`src/rtl/dmem_access_ctrl.sv`:
```
// Memory-stage data-memory access controller: turns a load/store into an aligned bus
// transaction with byte enables, runs req/gnt/rvalid, and stalls the pipeline meanwhile.
module dmem_access_ctrl #(
  parameter int unsigned TIMEOUT_CYCLES = 255,
  parameter int unsigned CNT_W          = 8
) (
  input  logic        clk,
  input  logic        rst_n,
  input  logic        mem_read_i,
  input  logic        mem_write_i,
  input  logic [2:0]  funct3_i,
  input  logic [31:0] addr_i,
  input  logic [31:0] wdata_i,
  output logic        stall_o,
  output logic [31:0] rdata_o,
  output logic        rdata_valid_o,
  output logic        misalign_o,
  output logic        err_o,
  output logic        dmem_req_o,
  output logic        dmem_we_o,
  output logic [31:0] dmem_addr_o,
  output logic [3:0]  dmem_be_o,
  output logic [31:0] dmem_wdata_o,
  input  logic        dmem_gnt_i,
  input  logic        dmem_rvalid_i,
  input  logic [31:0] dmem_rdata_i
);

  typedef enum logic [1:0] {StIdle, StReq, StWait, StDone} state_e;

  state_e           state_q, state_d;
  logic             we_q;
  logic [29:0]      addr_q;
  logic [3:0]       be_q;
  logic [31:0]      wdata_q;
  logic [1:0]       off_q;
  logic [CNT_W-1:0] cnt_q;
  logic [31:0]      rdata_q;
  logic             misalign_q, err_q;

  logic       single, both, legal, misaligned, accept, timeout_hit;
  logic [3:0] be_new;

  assign single = mem_read_i ^ mem_write_i;
  assign both   = mem_read_i & mem_write_i;

  // Unsigned loads exist only for reads; stores accept b/h/w only.
  always_comb begin
    legal = 1'b0;
    case (funct3_i)
      3'b000, 3'b001, 3'b010: legal = 1'b1;
      3'b100, 3'b101:         legal = mem_read_i;
      default:                legal = 1'b0;
    endcase
  end

  assign misaligned = ((funct3_i[1:0] == 2'b01) & addr_i[0]) |
                      ((funct3_i[1:0] == 2'b10) & (|addr_i[1:0]));

  always_comb begin
    be_new = 4'b1111;
    case (funct3_i[1:0])
      2'b00:   be_new = 4'b0001 << addr_i[1:0];
      2'b01:   be_new = 4'b0011 << {addr_i[1], 1'b0};
      default: be_new = 4'b1111;
    endcase
  end

  assign accept = (state_q == StIdle) & single & legal & ~misaligned;

  assign timeout_hit = (TIMEOUT_CYCLES != 0) &&
                       ((state_q == StReq) || (state_q == StWait)) &&
                       (cnt_q == CNT_W'(TIMEOUT_CYCLES));

  always_comb begin
    state_d       = state_q;
    stall_o       = 1'b0;
    dmem_req_o    = 1'b0;
    rdata_valid_o = 1'b0;
    unique case (state_q)
      StIdle: begin
        if (accept) begin
          stall_o = 1'b1;
          state_d = StReq;
        end
      end
      StReq: begin
        if (timeout_hit) begin
          state_d = StIdle;
        end else begin
          stall_o    = 1'b1;
          dmem_req_o = 1'b1;
          // A same-cycle rvalid is ignored here; read data must arrive in StWait.
          if (dmem_gnt_i) state_d = we_q ? StDone : StWait;
        end
      end
      StWait: begin
        if (timeout_hit) begin
          state_d = StIdle;
        end else begin
          stall_o = 1'b1;
          if (dmem_rvalid_i) state_d = StDone;
        end
      end
      StDone: begin
        rdata_valid_o = ~we_q;
        state_d       = StIdle;
      end
      default: state_d = StIdle;
    endcase
  end

  always_ff @(posedge clk or negedge rst_n) begin
    if (!rst_n) begin
      state_q    <= StIdle;
      we_q       <= 1'b0;
      addr_q     <= '0;
      be_q       <= '0;
      wdata_q    <= '0;
      off_q      <= '0;
      cnt_q      <= '0;
      rdata_q    <= '0;
      misalign_q <= 1'b0;
      err_q      <= 1'b0;
    end else begin
      state_q    <= state_d;
      misalign_q <= (state_q == StIdle) & single & legal & misaligned;
      err_q      <= (state_q == StIdle) & (both | (single & ~legal));
      cnt_q      <= ((state_q == StReq) || (state_q == StWait)) ? cnt_q + CNT_W'(1) : '0;
      if (accept) begin
        we_q    <= mem_write_i;
        addr_q  <= addr_i[31:2];
        be_q    <= be_new;
        wdata_q <= wdata_i << {addr_i[1:0], 3'b000};
        off_q   <= addr_i[1:0];
      end
      if (timeout_hit) begin
        rdata_q <= '0;
      end else if ((state_q == StWait) && dmem_rvalid_i) begin
        rdata_q <= dmem_rdata_i >> {off_q, 3'b000};
      end
    end
  end

  assign rdata_o      = rdata_q;
  assign misalign_o   = misalign_q;
  assign err_o        = err_q | timeout_hit;
  assign dmem_we_o    = we_q;
  assign dmem_addr_o  = {addr_q, 2'b00};
  assign dmem_be_o    = be_q;
  assign dmem_wdata_o = wdata_q;

endmodule

```
`config.mk`:
```
export PLATFORM = sky130hd
export DESIGN_NAME = dmem_access_ctrl
export DESIGN_NICKNAME = d
export VERILOG_FILES = /design/src/rtl/dmem_access_ctrl.sv
export SDC_FILE = /design/constraint.sdc
export NUM_CORES = 1
export LEC_CHECK = 0
export BUFFER_PORTS_ARGS = -buffer_cell sky130_fd_sc_hd__clkbuf_2
export CAP_MARGIN = 0
export CORE_AREA = 2 2 141 143
export CTS_BUF_LIST = sky130_fd_sc_hd__clkbuf_4
export DETAILED_ROUTE_END_ITERATION = 12
export DIE_AREA = 0 0 143 145
export PLACE_DENSITY_LB_ADDON = 0.15
export SLEW_MARGIN = 20
export SYNTH_ARGS = -nofsm -noshare
export SYNTH_HDL_FRONTEND = slang
export SYNTH_SLANG_ARGS = --single-unit
```
`constraint.sdc`:
```
create_clock -name clk -period 6.25 [get_ports clk]
set_clock_uncertainty 0.15 [all_clocks]
set_input_delay 1.875 -clock clk [delete_from_list [all_inputs] [get_ports clk]]
set_output_delay 1.875 -clock clk [all_outputs]
set_load 0.02 [all_outputs]
```
==> impl_metrics.tcl, run 1 <==
set metrics [dict create \
    p_seq_share_pct 39.2 \
    internal_power_mw 1.892 \
    critPathSlowestCell "nor3b_4" \
    max-slew-margin-rel_pct 30.47 \
    peakVddDrop_v 0.0001800 \
    reg2regPathDepth 6 \
    cp_cell_sequence "clkbuf_2 -> ha_1 -> nand2_1 -> nor3b_4 -> nand2_4 -> a21oi_1 -> clkbuf_2" \
    path_clk_slew_ns 0.09 \
    cp_max_fo 5 \
    maxSlewViolCount 0 \
    antenna_found_initial 1 \
    cts_resized 0 \
    post_cts_buffers 0 \
    p_clk_share_pct 14.6 \
    path_delay_family "simple AND/OR/NAND/NOR gates" \
    drtIter0Drc 143 \
    route.vias.total 4443 \
    synth_cell_types 42 \
    top_layer_used "met4" \
    numPortBuffers 208 \
    p_sw_mw 1.393 \
    regArea_um2 2829 \
    start_kind "input pin" \
    rows 51 \
    syn_area_um2 5655 \
    seq_area_frac_synth_pct 50.00 \
    place_congestion 0.8144 \
    synth_largest_area_cell "dfrtp_1" \
    multi_input_area_um2 2591 \
    dp_cells 937 \
    cts_sinks 113 \
    grt_start_max_net_pins 78 \
    avgSynthCellArea_um2 11.43 \
    cp_common_cell "clkbuf_2" \
    worstPathArrival_ns 3.14 \
    hold_violations 0 \
    dr_wl_met3_mm 1.363 \
    start_util_pct 29.44 \
    grt_pass1_vias 4692 \
    pin_count 211 \
    syn_inst 495 \
    dieHeight_um 145 \
    yosysWarningCount 0 \
    clockBufferDepth 2 \
    nets 802 \
    postCtsHoldBufs 0 \
    p_sw_share_pct 42.40 \
    endpoint_kind "primary output" \
    routed_wl_mm 15.07 \
    critical_path_class "in2out" \
    wl_per_cell_um 15.53 \
    synth_top_area_share_pct 50.00 \
    hold_class "reg2reg" \
    cpPeakStageDelay_ns 0.34 \
    h-tree-depth 4 \
    outcome "finished clean" \
    core_um2 19210 \
    overflow 0 \
    wl_met2_mm 6.961 \
    cellLeakagePower_nw 3.554 \
    max_freq_mhz 193.6 \
    met1_length_mm 6.503 \
    grt_usage_pct 15.08 \
    dr.pass1.iters 4 \
    postSynth.asyncResetShare_pct 100.0 \
    cp_num_buf_inv 2 \
    required_ns 4.22 \
    cts_tree "done" \
    setup_viol 0 \
    holdPathStages 1 \
    fin_tns_setup_ns 0 \
    rsz0062_at_grt "no" \
    synth-seq-cells 113 \
    power.density_nw_per_um2 460.8 \
    route.detailed.drc 0 \
    synthFlopType "dfrtp_1" \
    layout_worst_path_cycle_share_pct 82.64 \
    cap_viol_max_count 0 \
    hold_start "cnt_q[0]" \
    area_delta_synth_final_pct 26.06 \
    grt_pass1_wl_mm 24.58 \
    synth_edf_count 0 \
    clock_latency_ns 0.52 \
    cts_root_buffer "clkbuf_4" \
    ff2ff_setup_slack_ns 3.56 \
    numCtsBuffers 17 \
    tightestPinTransition_ns 1.035 \
    final_layout_size_suffix_gt1_share_pct 45.60 \
    synth_common_cells "dfrtp_1, mux2_2, nor2_1, mux2i_1, nand2_1" \
    nFillCells 1982 \
    postRouteAntennaNets 0 \
    period_needed_ns 5.165 \
    p_total_mw 3.285 \
    die_x_um 143 \
    synthTopCellsByArea "dfrtp_1, mux2_2, mux2i_1" \
    viasPerCell 4.580 \
    die_area_um2 20740 \
    post-synth-top-count-cell "dfrtp_1" \
    power_frac_comb_pct 46.2 \
    final_core_util_pct 37.12 \
    r2r_start "state_q[0]" \
    crit_start "mem_read_i" \
    worst-path-stages 7 \
    place_hpwl_mm 10.69 \
    layout.cells.non_filler 970 \
]
## power groups by stage
| stage | registers [mW] | clock network (mW) | logic [mW] |
|---|---|---|---|
| 5_1_grt | 1.34 | 0.540 | 1.65 |
| 3_5_place_dp | 1.30 | 0 | 1.54 |
| 2_1_floorplan | 1.59 | 0 | 0.714 |
| 3_3_place_gp | 1.30 | 0 | 1.54 |
| 6_report | 1.29 | 0.478 | 1.52 |
| 4_1_cts | 1.29 | 0.505 | 1.55 |
## state kept, by name (all words and copies together), names as in the netlist, 2 cells and up
| signal | count |
|---|---|
| state_q | 2 |
| dmem_wdata_o | 32 |
| cnt_q | 8 |
| off_q | 2 |
| addr_q | 30 |
| rdata_o | 32 |
| dmem_be_o | 4 |
## stage by stage
| step | setup WS [ns] | cell area, µm² | hold WS (ns) |
|---|---|---|---|
| floorplan | 0.9495 | 5659 | 0.2815 |
| global placement | 1.040 | 6888 | 0.2958 |
| detailed placement | 1.079 | 6888 | 0.3102 |
| CTS | 1.074 | 7122 | 0.3240 |
| global route | 0.9885 | 7129 | 0.3539 |
| finish | 1.085 | 7129 | 0.3227 |
## metal layers
layer | track usage (%) | up-vias
met4 | 5.050 | 0
met1 | 18.56 | 2129
met2 | 23.56 | 147
met5 | 0 | -
met3 | 6.601 | 19
li1 | - | 2148
## worst reg2reg max path, cell delays in order (launching register included)
cell and delay, ns:
dfrtp_1 0.43, inv_1 0.13, ha_1 0.65, nand2_1 0.15, nor3_1 0.82, a22oi_1 0.17, nor2_1 0.13
## area by class of cell
cell class / instances / share of cell area, %
clock buffers: 18 / 1.895
clock inverters: 14 / 1.386
flip-flops and latches: 113 / 39.68
multi-input cells: 332 / 36.35
repair buffers: 214 / 15.32
inverters: 13 / 0.6845
well taps: 265 / 4.651
diodes: 1 / 0.03510
## worst paths after layout
check	endpoint
max in group asynchronous	addr_q[14]
worst max-delay path	stall_o
worst min register to register	cnt_q[0]
worst max register to register	rdata_o[24]
min in group asynchronous	err_q
worst min-delay path	cnt_q[0]
## cells by family (layout without fill, tap and decap cells)
kind of cell	Yosys count	after routing	share of synthesized area [%]
muxes	106	106	22.63
AOI/OAI and AO/OA	87	87	10.00
and+or+nand+nor	124	124	10.49
xor gates and xnor gates	6	6	0.9292
adders and majority gates	7	7	1.504
other	1	3	0.06631
buffers and inverters	51	259	4.381
DFF	113	113	50.00
## cell usage in the layout (no fill, tap or decap), types with 5 or more instances in the layout
| cell type | instances |
|---|---|
| clkinv_1 | 5 |
| nor3_1 | 11 |
| dfrtp_1 | 112 |
| nor2_1 | 37 |
| nand2_1 | 32 |
| clkbuf_4 | 18 |
| o21ai_0 | 15 |
| clkbuf_2 | 207 |
| inv_1 | 13 |
| mux2_4 | 10 |
| nor2b_1 | 15 |
| mux2i_1 | 33 |
| mux4_2 | 8 |
| ha_1 | 6 |
| a211oi_1 | 16 |
| a21oi_1 | 28 |
| mux2_2 | 55 |
| buf_4 | 6 |
| nand3_1 | 9 |
| a22oi_1 | 16 |
| and2_1 | 6 |
(Power assumes the default switching activity.)
==> run 2, diff against run 1 <==
Clock period 6.25 ns to 5.2 ns, I/O delays scaled along.
==> run 2 against run 1 <==
Effect of this change: cell area up 0.98%; via count up 1.7%; sequential cell count unchanged; first-iteration DRC count down 20%; critical endpoint unchanged.
==> impl_metrics.tcl, run 2 (same netlist as run 1, synthesis figures left out) <==
set metrics [dict create \
    outcome "finished clean" \
    rows 51 \
    mostFrequentLayoutCell "clkbuf_2" \
    p_total_mw 4.081 \
    cts_tree "done" \
    maxSlewViolCount 0 \
    clock_latency_ns 0.53 \
    hold_class "reg2reg" \
    grt_pass1_vias 4875 \
    viasPerCell 4.655 \
    postRouteAntennaNets 0 \
    layout_worst_path_cycle_share_pct 87.54 \
    nets 803 \
    required_ns 3.49 \
    cts_root_buffer "clkbuf_4" \
    drtIter0Drc 114 \
    die_area_um2 20740 \
    fin_tns_setup_ns 0 \
    path_clk_slew_ns 0.09 \
    cap_viol_max_count 0 \
    final_core_util_pct 37.48 \
    die_x_um 143 \
    max_freq_mhz 219.7 \
    cts_sinks 113 \
    numPortBuffers 208 \
    holdPathStages 1 \
    antenna_found_initial 1 \
    final_layout_size_suffix_gt1_share_pct 46.24 \
    worstPathArrival_ns 2.84 \
    dieHeight_um 145 \
    rsz0062_at_grt "no" \
    setup_viol 0 \
    start_util_pct 29.44 \
    power_frac_comb_pct 44.9 \
    place_hpwl_mm 10.99 \
    route.detailed.drc 0 \
    dr.pass1.iters 4 \
    route.vias.total 4520 \
    postCtsHoldBufs 0 \
    post_cts_buffers 0 \
    critical_path_class "in2out" \
    grt_pass1_wl_mm 24.98 \
    reg2regPathDepth 6 \
    cp_max_fo 5 \
    area_delta_synth_final_pct 27.30 \
    numCtsBuffers 17 \
    cellLeakagePower_nw 3.576 \
    endpoint_kind "primary output" \
    clockBufferDepth 2 \
    hold_violations 0 \
    p_sw_mw 1.701 \
    h-tree-depth 4 \
    wl_per_cell_um 15.69 \
    grt_usage_pct 15.18 \
    start_kind "input pin" \
    p_sw_share_pct 41.68 \
    cts_resized 0 \
    overflow 0 \
    dp_cells 938 \
    core_um2 19210 \
    internal_power_mw 2.380 \
    grt_start_max_net_pins 68 \
    p_seq_share_pct 38.0 \
    place_congestion 0.8111 \
    pin_count 211 \
    peakVddDrop_v 0.0002462 \
    max-slew-margin-rel_pct 28.95 \
    whs_ns 0.3143 \
    tightestPinTransition_ns 1.058 \
    routed_wl_mm 15.24 \
    power.density_nw_per_um2 566.9 \
    period_needed_ns 4.552 \
    mostFrequentLayoutCells "clkbuf_2, dfrtp_1, mux2_2" \
    layout.cells.non_filler 971 \
    p_clk_share_pct 17.1 \
]
## run 2: power by group through the flow
stage                     clock [mW]  sequential (mW)  combinational, mW
after detailed placement           0             1.57               1.86
after global placement             0             1.56               1.85
after global routing           0.778             1.61               1.98
after floorplan                    0             1.91              0.858
final                          0.698             1.55               1.83
after CTS                      0.731             1.56               1.87
## run 2: worst max-delay path, stage by stage
cell,delay (ns)
clkbuf_2,0.09
ha_1,0.29
nand2_1,0.11
nor3b_4,0.33
nand2_4,0.07
a21oi_1,0.18
clkbuf_2,0.20
## run 2: layout make-up
cell class                      instances  area, µm²
Fill cell                            1967      12010
Clock buffer                           18      135.1
Timing Repair Buffer                  215       1096
Antenna cell                            1      2.502
Inverter                               13      48.80
Sequential cell                       113       2829
Tap cell                              265      331.6
Multi-Input combinational cell        332       2591
Clock inverter                         14      165.2
## run 2: metrics by stage
| step | cell area [µm²] | setup WS (ns) |
|---|---|---|
| 6_report | 7199 | 0.6480 |
| 3_3_place_gp | 6895 | 0.6382 |
| 2_1_floorplan | 5659 | 0.5295 |
| 5_1_grt | 7199 | 0.5427 |
| 4_1_cts | 7196 | 0.6403 |
| 3_5_place_dp | 6895 | 0.6445 |
## run 2: path summary, 6_finish.rpt
kind | start | endpoint | slack [ns]
worst max-delay path | mem_read_i | stall_o | 0.65
worst min-delay path | cnt_q[0] | cnt_q[0] | 0.31
worst max register to register | state_q[0] | rdata_o[24] | 2.46
worst min register to register | cnt_q[0] | cnt_q[0] | 0.31
max in group asynchronous | rst_n | addr_q[26] | 3.03
min in group asynchronous | rst_n | err_q | 0.98
## run 2: metal layers
metal | vias up | global-route usage, % | share of wire [%]
li1 | 2149 | - | -
met1 | 2196 | 18.26 | 42
met2 | 154 | 24.04 | 47
met3 | 21 | 6.205 | 8.5
met4 | 0 | 6.040 | 2.0
met5 | - | 0 | 0
==> run 3, diff against run 2 <==
Settings changed: ABC_AREA set to 1, BUFFER_PORTS_ARGS -buffer_cell sky130_fd_sc_hd__clkbuf_2 to unset, CORE_AREA 2 2 141 143 to 2 2 140 142, DIE_AREA 0 0 143 145 to 0 0 142 144, DONT_BUFFER_PORTS set to 1.
==> run 3 against run 2 <==
Effect of this change: critical path type unchanged; critical endpoint unchanged; die area fell by 1.4%; hold slack improved by 0.016 ns; synthesized area fell by 1.5%.
==> impl_metrics.tcl, run 3 <==
set metrics [dict create \
    outcome "finished clean" \
    grt_start_max_net_pins 114 \
    n_antenna_cell 0 \
    postSynth.asyncResetShare_pct 100.0 \
    avgSynthCellArea_um2 7.632 \
    syn_area_um2 5572 \
    holdPathStages 1 \
    ff2ff_setup_slack_ns 2.17 \
    core_um2 19080 \
    syn_inst 730 \
    dr.pass1.iters 5 \
    max-slew-margin-rel_pct 31.02 \
    die_x_um 142 \
    routed_wl_mm 16.40 \
    p_total_mw 3.782 \
    layout_worst_path_cycle_share_pct 84.66 \
    period_needed_ns 4.402 \
    setup_viol 0 \
    critical_path_class "in2out" \
    route.detailed.drc 0 \
    yosysWarningCount 0 \
    peakVddDrop_v 0.0002050 \
    dp_cells 929 \
    grt_pass1_vias 4490 \
    cpPeakStageDelay_ns 0.26 \
    rows 51 \
    cap_viol_max_count 0 \
    cp_num_buf_inv 2 \
    synth_top_area_share_pct 50.75 \
    hold_violations 0 \
    final_core_util_pct 31.77 \
    synthTopCellsByArea "dfrtp_1, nand2_1, o21ai_0" \
    start_util_pct 29.20 \
    synth_edf_count 0 \
    area_delta_synth_final_pct 8.781 \
    antenna_found_initial 0 \
    post-synth-top-count-cell "nand2_1" \
    r2r_start "state_q[0]" \
    pin_count 211 \
    h-tree-depth 4 \
    path_delay_family "simple AND/OR/NAND/NOR gates" \
    dieHeight_um 144 \
    wl_per_cell_um 17.06 \
    post_dp_cell_area_um2 5679 \
    critPathSlowestCell "ha_1" \
    reg2regPathDepth 9 \
    layout.cells.non_filler 961 \
    route.vias.total 4766 \
    max_freq_mhz 227.2 \
    cts_sinks 113 \
    worstPathArrival_ns 2.69 \
    maxSlewViolCount 0 \
    grt_pass1_wl_mm 25.12 \
    start_kind "input pin" \
    r2r_end "dmem_wdata_o[14]" \
    mostFrequentLayoutCell "nand2_1" \
    final_area_um2 6061 \
    drtIter0Drc 275 \
    postCtsHoldBufs 0 \
    die_area_um2 20450 \
    synthFlopType "dfrtp_1" \
    clock_latency_ns 0.52 \
    synth_largest_area_cell "dfrtp_1" \
    whs_ns 0.3304 \
    endpoint_kind "primary output" \
    place_congestion 0.8301 \
    power.density_nw_per_um2 624.1 \
    cts_root_buffer "clkbuf_4" \
    clockBufferDepth 2 \
    cts_tree "done" \
    cp_cell_sequence "ha_1 -> nand2_1 -> inv_1 -> nand3_1 -> nor2_8 -> nor2_1 -> nor2_1 -> buf_4" \
    path_clk_slew_ns 0.10 \
    viasPerCell 4.959 \
    tightestPinTransition_ns 1.034 \
    cellLeakagePower_nw 3.165 \
    seq_area_frac_synth_pct 50.75 \
    postRouteAntennaNets 0 \
    min_to "cnt_q[7]" \
    fin_tns_setup_ns 0 \
    final_layout_size_suffix_gt1_share_pct 5.809 \
    numPortBuffers 0 \
    synth_common_cells "nand2_1, dfrtp_1, o21ai_0, nand3_1, inv_1" \
    post-route-worst-setup-slack_ns 0.7977 \
    pre_cts_ws_ns 0.7880 \
    numCtsBuffers 17 \
    rsz0062_at_grt "no" \
    required_ns 3.49 \
    grt_usage_pct 16.07 \
    cp_common_cell "nor2_1" \
    overflow 0 \
    synth_cell_types 28 \
    mostFrequentLayoutCells "nand2_1, dfrtp_1, o21ai_0" \
    hold_start "cnt_q[7]" \
    nets 821 \
    place_hpwl_mm 11.50 \
    synth-seq-cells 113 \
    cts_resized 0 \
    post_cts_buffers 0 \
    cp_max_fo 3 \
    hold_class "reg2reg" \
]
run 3: cell count changes in the layout (fill, tap and decap cells not counted), sizes merged, moves of 33 or more:
cell,change
clkbuf,-208
inv,+40
mux2,-65
mux2i,-33
nand2,+272
nand3,+47
o21ai,+65
run 3: worst max-delay path by stage:
| stage | slack, ns | endpoint | from | cells after the start |
|---|---|---|---|---|
| 2_1_floorplan | 0.68 | stall_o | mem_read_i | 8 |
| 6_report | 0.80 | stall_o | mem_read_i | 8 |
| 4_1_cts | 0.79 | stall_o | mem_read_i | 8 |
| 3_3_place_gp | 0.81 | stall_o | mem_read_i | 8 |
| 5_1_grt | 0.69 | stall_o | addr_i[1] | 8 |
| 3_5_place_dp | 0.79 | stall_o | mem_read_i | 8 |
run 3: power by group:
part	switching [mW]	leakage [nW]	internal (mW)	total, mW
combinational	0.562	1.53	0.316	0.878
sequential	0.791	1.44	1.25	2.04
clock	0.384	0.199	0.485	0.869
total	1.74	3.16	2.05	3.78
run 3: worst register-to-register path, delay by kind of cell (launching register included):
family	cells	cell delay, ns
AO/OA/AOI/OAI	1	0.37
adder cells (fa/ha/maj)	1	0.32
buffers and inverters	4	1.13
flip-flops	1	0.44
AND/OR/NAND/NOR	3	0.54
run 3: logic make-up (layout without fill, tap and decap cells):
kind of cell / after synthesis / after routing / synth area share [%]
AOI/OAI and AO/OA: 115 / 115 / 11.09
and+or+nand+nor: 399 / 399 / 29.15
DFF: 113 / 113 / 50.75
adders and majority gates: 6 / 6 / 1.347
other: 1 / 2 / 0.06731
buffers and inverters: 96 / 88 / 7.590
run 3: cell type report:
cell class,instances,area (µm²)
inverter,52,198.9
fill,2061,13020
timing repair buffer,4,30.03
tap,238,297.8
clock inverter,15,254.0
multi-input combinational,522,2325
clock buffer,17,127.6
sequential,113,2828
run 3: layer usage:
metal | global-route usage, % | up-vias | routed length, µm
li1 | - | 2304 | -
met3 | 7.715 | 17 | 1992
met4 | 5.737 | 0 | 267
met1 | 19.91 | 2245 | 6657
met5 | 0 | - | 0
met2 | 24.43 | 200 | 7481
